<file path="config.mk">
export PLATFORM = sky130hd
export DESIGN_NAME = reorder_buffer
export DESIGN_NICKNAME = d
export VERILOG_FILES = /design/src/rtl/rob_pkg.sv /design/src/rtl/rob_ptr.sv /design/src/rtl/reorder_buffer.sv
export SDC_FILE = /design/constraint.sdc
export NUM_CORES = 2
export LEC_CHECK = 0
export BUFFER_PORTS_ARGS = -buffer_cell sky130_fd_sc_hd__buf_2
export CAP_MARGIN = 20
export CORE_ASPECT_RATIO = 2
export CORE_MARGIN = 5
export CORE_UTILIZATION = 35
export CTS_BUF_LIST = sky130_fd_sc_hd__clkbuf_16
export CTS_CLUSTER_SIZE = 40
export DETAILED_ROUTE_END_ITERATION = 6
export PLACE_DENSITY = 0.59
export SYNTH_ARGS = -nofsm -noshare
export SYNTH_HDL_FRONTEND = slang
export SYNTH_HIERARCHICAL = 1
export SYNTH_SLANG_ARGS = --single-unit
</file>
<file path="constraint.sdc">
create_clock -name clk -period 54.3 [get_ports clk]
set_input_delay 2.715 -clock clk [delete_from_list [all_inputs] [get_ports clk]]
set_output_delay 2.715 -clock clk [all_outputs]
set_load 0.005 [all_outputs]
</file>
<file path="src/rtl/rob_pkg.sv">
// Shared types and constants for the reorder buffer slice.
package rob_pkg;

    localparam int         ARCH_REGS = 32;
    localparam logic [4:0] ZERO_REG  = 5'd31;

    // One ROB slot: lifecycle flags, destination and result.
    typedef struct packed {
        logic        valid;
        logic        done;
        logic        regWrite;
        logic [4:0]  dest;
        logic [31:0] value;
    } rob_entry_t;

endpackage

</file>
<file path="src/rtl/rob_ptr.sv">
// Wrap-around index counter used for the ROB head and tail pointers.
// DEPTH need not be a power of two; wrap is an explicit compare.
module rob_ptr #(
    parameter int DEPTH = 32,
    parameter int W     = $clog2(DEPTH)
) (
    input  logic         clk,
    input  logic         reset,
    input  logic         inc_i,
    output logic [W-1:0] idx_o
);

    logic [W-1:0] idx_q, idx_d;

    // Next index: advance on enable, wrapping DEPTH-1 back to 0.
    always_comb begin
        idx_d = idx_q;
        if (inc_i) begin
            idx_d = (idx_q == W'(DEPTH - 1)) ? '0 : idx_q + W'(1);
        end
    end

    // Pointer register.
    always_ff @(posedge clk or posedge reset) begin
        if (reset) idx_q <= '0;
        else       idx_q <= idx_d;
    end

    assign idx_o = idx_q;

endmodule

</file>
<file path="src/rtl/reorder_buffer.sv">
// Circular reorder buffer: allocates tags at decode, collects writebacks,
// retires in program order and drives the map table commit-side clear.
// Entry index i carries tag i+1; tag 0 means "value in register file".
// Optional feature macro: ROB_FORWARD_EN adds two operand read ports that
// return completed (or same-cycle written back) values by tag.
module reorder_buffer
    import rob_pkg::*;
#(
    parameter int ROBsize      = 32,
    parameter int mapValueSize = $clog2(ROBsize + 1)
) (
    input  logic                    clk,
    input  logic                    reset,
    input  logic                    alloc_valid_i,
    input  logic                    alloc_regWrite_i,
    input  logic [4:0]              alloc_dest_i,
    output logic                    alloc_ready_o,
    output logic [mapValueSize-1:0] alloc_tag_o,
    input  logic                    wb_valid_i,
    input  logic [mapValueSize-1:0] wb_tag_i,
    input  logic [31:0]             wb_value_i,
    output logic                    commit_valid_o,
    output logic                    commit_regWrite_o,
    output logic [4:0]              commit_dest_o,
    output logic [31:0]             commit_value_o,
    input  logic [mapValueSize-1:0] mapCommitData_i,
    output logic [31:0]             resets_o
`ifdef ROB_FORWARD_EN
    ,
    input  logic [mapValueSize-1:0] readTag1_i,
    input  logic [mapValueSize-1:0] readTag2_i,
    output logic [31:0]             readData1_o,
    output logic [31:0]             readData2_o,
    output logic                    readReady1_o,
    output logic                    readReady2_o
`endif
);

    localparam int IW = $clog2(ROBsize);
    localparam int CW = $clog2(ROBsize + 1);

    rob_entry_t              entries_q [ROBsize];
    rob_entry_t              entries_d [ROBsize];
    logic [CW-1:0]           count_q, count_d;
    logic [IW-1:0]           head, tail;
    rob_entry_t              head_e;
    logic [mapValueSize-1:0] head_tag;
    logic                    alloc_fire, commit_fire, wb_hit;

    function automatic logic tag_ok(input logic [mapValueSize-1:0] tag);
        return (tag != '0) && (int'(tag) <= ROBsize);
    endfunction

    function automatic logic [IW-1:0] tag_idx(input logic [mapValueSize-1:0] tag);
        return IW'(tag - mapValueSize'(1));
    endfunction

    assign head_e      = entries_q[head];
    assign head_tag    = mapValueSize'(head) + mapValueSize'(1);
    assign alloc_ready_o = (count_q != CW'(ROBsize));
    assign alloc_tag_o = mapValueSize'(tail) + mapValueSize'(1);
    assign alloc_fire  = alloc_valid_i & alloc_ready_o;
    assign commit_fire = head_e.valid & head_e.done;
    assign wb_hit      = wb_valid_i & tag_ok(wb_tag_i) & entries_q[tag_idx(wb_tag_i)].valid;

    rob_ptr #(.DEPTH(ROBsize), .W(IW)) u_head (
        .clk(clk), .reset(reset), .inc_i(commit_fire), .idx_o(head)
    );
    rob_ptr #(.DEPTH(ROBsize), .W(IW)) u_tail (
        .clk(clk), .reset(reset), .inc_i(alloc_fire), .idx_o(tail)
    );

    // Next entry state. Writeback is applied before the commit clear so a
    // stray writeback to the retiring slot cannot resurrect it.
    always_comb begin
        for (int i = 0; i < ROBsize; i++) entries_d[i] = entries_q[i];
        if (wb_hit) begin
            entries_d[tag_idx(wb_tag_i)].done  = 1'b1;
            entries_d[tag_idx(wb_tag_i)].value = wb_value_i;
        end
        if (commit_fire) entries_d[head] = '0;
        if (alloc_fire) begin
            entries_d[tail].valid    = 1'b1;
            entries_d[tail].done     = 1'b0;
            entries_d[tail].regWrite = alloc_regWrite_i;
            entries_d[tail].dest     = alloc_dest_i;
            entries_d[tail].value    = '0;
        end
    end

    // Occupancy: a simultaneous alloc and commit leaves it unchanged.
    always_comb begin
        count_d = count_q;
        case ({alloc_fire, commit_fire})
            2'b10:   count_d = count_q + CW'(1);
            2'b01:   count_d = count_q - CW'(1);
            default: count_d = count_q;
        endcase
    end

    // Entry array and occupancy registers.
    always_ff @(posedge clk or posedge reset) begin
        if (reset) begin
            for (int i = 0; i < ROBsize; i++) entries_q[i] <= '0;
            count_q <= '0;
        end else begin
            for (int i = 0; i < ROBsize; i++) entries_q[i] <= entries_d[i];
            count_q <= count_d;
        end
    end

    assign commit_valid_o    = commit_fire;
    assign commit_regWrite_o = commit_fire & head_e.regWrite & (head_e.dest != ZERO_REG);
    assign commit_dest_o     = head_e.dest;
    assign commit_value_o    = head_e.value;

    // Clear the map entry only if this commit is still the youngest producer.
    always_comb begin
        resets_o = '0;
        if (commit_regWrite_o && (mapCommitData_i == head_tag)) begin
            resets_o[head_e.dest] = 1'b1;
        end
    end

`ifdef ROB_FORWARD_EN
    logic [1:0][mapValueSize-1:0] rtag;
    logic [1:0][31:0]             rdata;
    logic [1:0]                   rready;

    assign rtag = {readTag2_i, readTag1_i};

    // Operand lookup: stored completed value, else same-cycle writeback bypass.
    always_comb begin
        rdata  = '0;
        rready = '0;
        for (int p = 0; p < 2; p++) begin
            if (tag_ok(rtag[p]) && entries_q[tag_idx(rtag[p])].valid) begin
                if (entries_q[tag_idx(rtag[p])].done) begin
                    rready[p] = 1'b1;
                    rdata[p]  = entries_q[tag_idx(rtag[p])].value;
                end else if (wb_valid_i && (wb_tag_i == rtag[p])) begin
                    rready[p] = 1'b1;
                    rdata[p]  = wb_value_i;
                end
            end
        end
    end

    assign readData1_o  = rdata[0];
    assign readData2_o  = rdata[1];
    assign readReady1_o = rready[0];
    assign readReady2_o = rready[1];
`endif

endmodule
</file>
Word-level counts from Yosys, hierarchy flattened --
Index checks and enable logic that the tools add are counted.
Word-level totals: flip-flop bits (word level) 1296, output and inout bits 78
Operators by class: reductions and logical operators 8, add/subtract/negate cells 7, eq/ne operators 7, bitwise gates (word level) 11, $lt $le $gt $ge 9, multiplexer cells 38
Operators with widths (number):
- $bwmux 1280 | 7
- $mux 1280 | 3
- $demux 40 s5 | 8
- $and 1280x1280->1280 | 1
- $not 1280->1280 | 1
- $bmux 40 s5 | 2
- $mux 40 | 6
- $mux 32 | 3
- $mux 39 | 2
- $mux 38 | 1
- $mux 37 | 1
- $ge 6x6->1 const B | 3
- $lt 6x1->1 const B | 3
- $not 5->6 | 3
- $add 5x1->6 const B | 2
- $pmux 6 s2 | 1
- $add 5x1->5 const B | 2
- $eq 5x5->1 const B | 2
- $mux 5 | 2
- $add 6x1->6 const B | 1
- $and 1x1->1 | 6
- $eq 6x6->1 | 1
- $le 6x6->1 const B | 1
- $logic_and 1x1->1 | 6
- 12 further kinds | 12

Depth between registers and ports, before layout --
word-level depth 17, depth in mapped cells 18, mapped depth without buffers 13

Modules after synthesis --
Netlist, hierarchy kept.
By module, submodules not included:
- reorder_buffer | area an instance 62869.0 µm², cells an instance 5086, instances 1
- rob_ptr | area an instance 246.5 µm², cells an instance 21, instances 2

Worst setup path after synthesis --
Ideal clock, no wire load.
kind input -> output, from input port mapCommitData_i[2], to output port resets_o[0], data required time 51.585 ns, path slack 47.467 ns, arrival time 4.118 ns, stages on the path 6, path buffers 0, path through or3b_2 > a211oi_1 > nand3b_1 > o2111a_1 > nand4_1 > nor2_1
On the way: word-level cells in the longest chain between the ends 3
Ends and longest elaborated chain:
- from (decl) | line reorder_buffer.sv:26 | input logic [mapValueSize-1:0] mapCommitData_i,
- $eq 6x6->1 | line reorder_buffer.sv:120 | if (commit_regWrite_o && (mapCommitData_i == head_tag)) begin
- $logic_and 1x1->1 | line reorder_buffer.sv:120
- $mux 32 | line reorder_buffer.sv:120
- to (decl) | line reorder_buffer.sv:27 | output logic [31:0] resets_o
No other way between the ends.

Worst setup path in the final report --
from register u_head.idx_q[0], in the netlist u_head/idx_o[0], to output port commit_value_o[13]
On the way: word-level cells in the longest chain between the ends 4
Ends and longest elaborated chain:
- from (decl) | line rob_ptr.sv:13 | logic [W-1:0] idx_q, idx_d;
- from (signal assigned) | line rob_ptr.sv:26 | else idx_q <= idx_d;
- $not 5->6 (not written as such) | line reorder_buffer.sv:58 | assign head_e = entries_q[head];
- $bmux 40 s5 | line reorder_buffer.sv:58
- $mux 40 (not written as such) (2 in series) | line reorder_buffer.sv:58
- to (decl) | line reorder_buffer.sv:25 | output logic [31:0] commit_value_o,
No other way between the ends. The select of a mux whose other input is x is not followed.

==> run summary <==
outcome - finished clean
Final Hold Fails - 0
Critical Path Most Common Cell - buf_4
post-cts sizing count - 0
Antenna Nets Post-Route - 0
Routed Wire Length - 217,700 um
Post-Synthesis Cells - 5,128
RePlAce Congestion - 0.8128
fin crit period - 8.054 ns
DRT iter0 DRCs - 4,613
Seq/Total Area, Yosys - 51.18%
WS Path Type - reg -> out
WL per Instance - 29.05 um
Post-DP HPWL - 120,500 um
Core ar. - 180,600 um^2
Mean Syn Cell Area - 12.36 um^2
TritonCTS clock tree - yes
met3 Use GR - 5.945%
Worst slew margin - 20.68%
worst skew pair latency - 0.79 ns
post-layout util - 38.92%
power density cells - 45.06 nW/um^2
predominant post-synthesis flop cell - dfrtp_1
total grt overflow - 0
die area - 190,200 um^2
hold crit path type - reg -> reg
Synth area leaders - dfrtp_1 51%, mux2i_1 17%, mux4_2 11%
setup ws final - 46.25 ns
ratio of cells with drive above 1 in the final layout - 17.22%
Placed Area - 65,990 um^2
CP startpoint kind - flip-flop
Nets - 5,121
number of port buffers - 130
clock transition at the registers of the reported paths - 0.06 ns
worst path required time - 51.58 ns
crit end category - output port
Synth Area in Simple Gates - 9.741%
asr flop ratio synth - 100.0%
Post-Synth XOR/XNOR Area - 0.3357%
Yosys top cell area share - 51.18%
critical path's slowest cell - buf_4
total CTS buffers - 132
CTS max path bufs - 3
Setup WS pre-CTS - 46.61 ns
crit-path max cell delay - 0.92 ns
Max H-tree Level - 4
Tot Pwr - 3166 uW
cell taking the most area after synthesis - dfrtp_1
Leak - 0.03421 uW
final instance area - 70,270 um^2
first-pass GRT wire length - 322,300 um
Arrival @ worst endpoint - 5.34 ns
setup bufs post-CTS - 0
DR vias/cell - 5.932
Die W - 310.9 um
busiest layer in global routing - met2
post-synth net total - 5,202
RSZ-0062 raised after global routing - false
complex-gate fraction of the synthesized area - 6.591%
Synth top cells by count - 1,296 x dfrtp_1, 1,104 x nor2_1, 1,047 x mux2i_1
GRT Util Overall - 22.43%
Area Growth Syn to Fin - 10.91%
largest net degree at the start of global routing - 197
CP cell instances - buf_4 > buf_12 > buf_4 > mux4_2 > a22oi_1 > nand4_1 > buf_2
final setup TNS - 0 ns
vias in the first global route - 46,190
FMAX - 124.2 MHz
VDD IR-drop max - 0.03931 mV
critical path fanouts, max - 97
Die Y - 611.7 um
met2 usage - 36.72%
number of flops mapped to enable cells by yosys - 0
multiplexer share of the synthesized area - 27.97%
vias post-DR - 44,450
Initial Utilization - 35.09%
post-synthesis adder-cell area fraction - 0.3949%
Final period util - 14.83%
Ys Warns - 6
max-slew violations - 0
largest family of logic cells by synthesized area - multiplexers
worst-margin pin slew - 1.190 ns
Unique masters post-synth - 86
CTS Hold Buffers Added - 0
synthesized cell area - 63,360 um^2
most common cell in the netlist - dfrtp_1
maxcap violations - 0
GRT met1 Usage - 28.37%
synthesis-stage register bit count - 1,296
Clock Skews - 0.02371 ns
1st-pass router iterations - 5
Setup Viol. Count Final - 0
remaining routing DRC violations - 0
clock sink total - 1,296
row count - 221
initial antenna violation count - 13
CTS root buf - clkbuf_16
io pins - 132
==> worst max-delay path, delay by kind of cell (launching register included) <==
| family | cells | cell delay [ns] |
|---|---|---|
| AO/OA/AOI/OAI | 1 | 0.37 |
| flip-flops | 1 | 0.67 |
| buffers and inverters | 4 | 2.45 |
| multiplexers | 1 | 0.59 |
| AND/OR/NAND/NOR | 1 | 0.25 |
==> placed cells by master, fill, tap and decap left out, drive strengths merged, types with 19 or more instances in the layout <==
cell / netlist / routed
mux4: 317 / 317
nand3: 32 / 32
dfrtp: 1296 / 1296
clkinv: 1 / 54
a41o: 19 / 19
inv: 30 / 61
nand4: 72 / 72
clkbuf: 233 / 137
ha: 20 / 20
a41oi: 19 / 19
a21o: 29 / 29
buf: 253 / 271
mux2i: 1048 / 1048
nand2: 45 / 45
nor2: 1104 / 1104
a22o: 188 / 188
nor3: 46 / 46
a22oi: 148 / 148
==> power by group <==
group          switching, uW  internal (uW)  total (uW)
combinational            538            396         933
clock                    399            491         890
sequential               148           1200        1340
total                   1080           2080        3170
==> path summary, 6_finish.rpt <==
check                                            start                           to  slack [ns]  cells past startpoint
max                        u_head/idx_o[0]$_DFFE_PP0P_           commit_value_o[13]       46.25                      7
min                           entries_q[994]$_DFF_PP0_     entries_q[994]$_DFF_PP0_        0.49                      1
max reg2reg                u_head/idx_o[1]$_DFFE_PP0P_       count_q[5]$_DFFE_PP0P_       47.95                     15
min reg2reg                   entries_q[994]$_DFF_PP0_     entries_q[994]$_DFF_PP0_        0.49                      1
max in group asynchronous                        reset     entries_q[139]$_DFF_PP0_       47.97                      6
min in group asynchronous                        reset  u_tail/idx_o[2]$_DFFE_PP0P_        1.91                      2
==> kinds of logic after synthesis <==
kind of cell,after synthesis
compound gates,501
xor+xnor,20
fa+ha+maj,20
buf+inv,517
flops,1296
mux,1372
other cells,1
simple gates,1401
==> through the flow <==
step	std cells	hold WS, ns
2_1_floorplan	5128	0.4606
3_3_place_gp	7248	0.4747
3_5_place_dp	7248	0.4760
4_1_cts	7479	0.4958
5_1_grt	7486	0.5069
6_report	7493	0.4927
==> flip-flops by register name, indices dropped and copies added, names as in the netlist <==
register / flops
entries_q: 1280
count_q: 6
u_head/idx_o: 5
u_tail/idx_o: 5
==> layer usage <==
layer,wire length [um],share of wire (%)
met5,61,0.028
met1,84580,39
met3,19230,8.8
met4,10020,4.6
met2,103800,48
==> cell type report <==
class,instances,area (um^2)
Multi-Input combinational cell,3315,28780
Tap cell,2341,2929
Clock inverter,94,671.9
Clock buffer,137,3428
Antenna cell,8,20.02
Sequential cell,1296,32440
Fill cell,17080,110300
Inverter,31,123.9
Timing Repair Buffer,271,1879
Power figures use the tool's default switching activity.
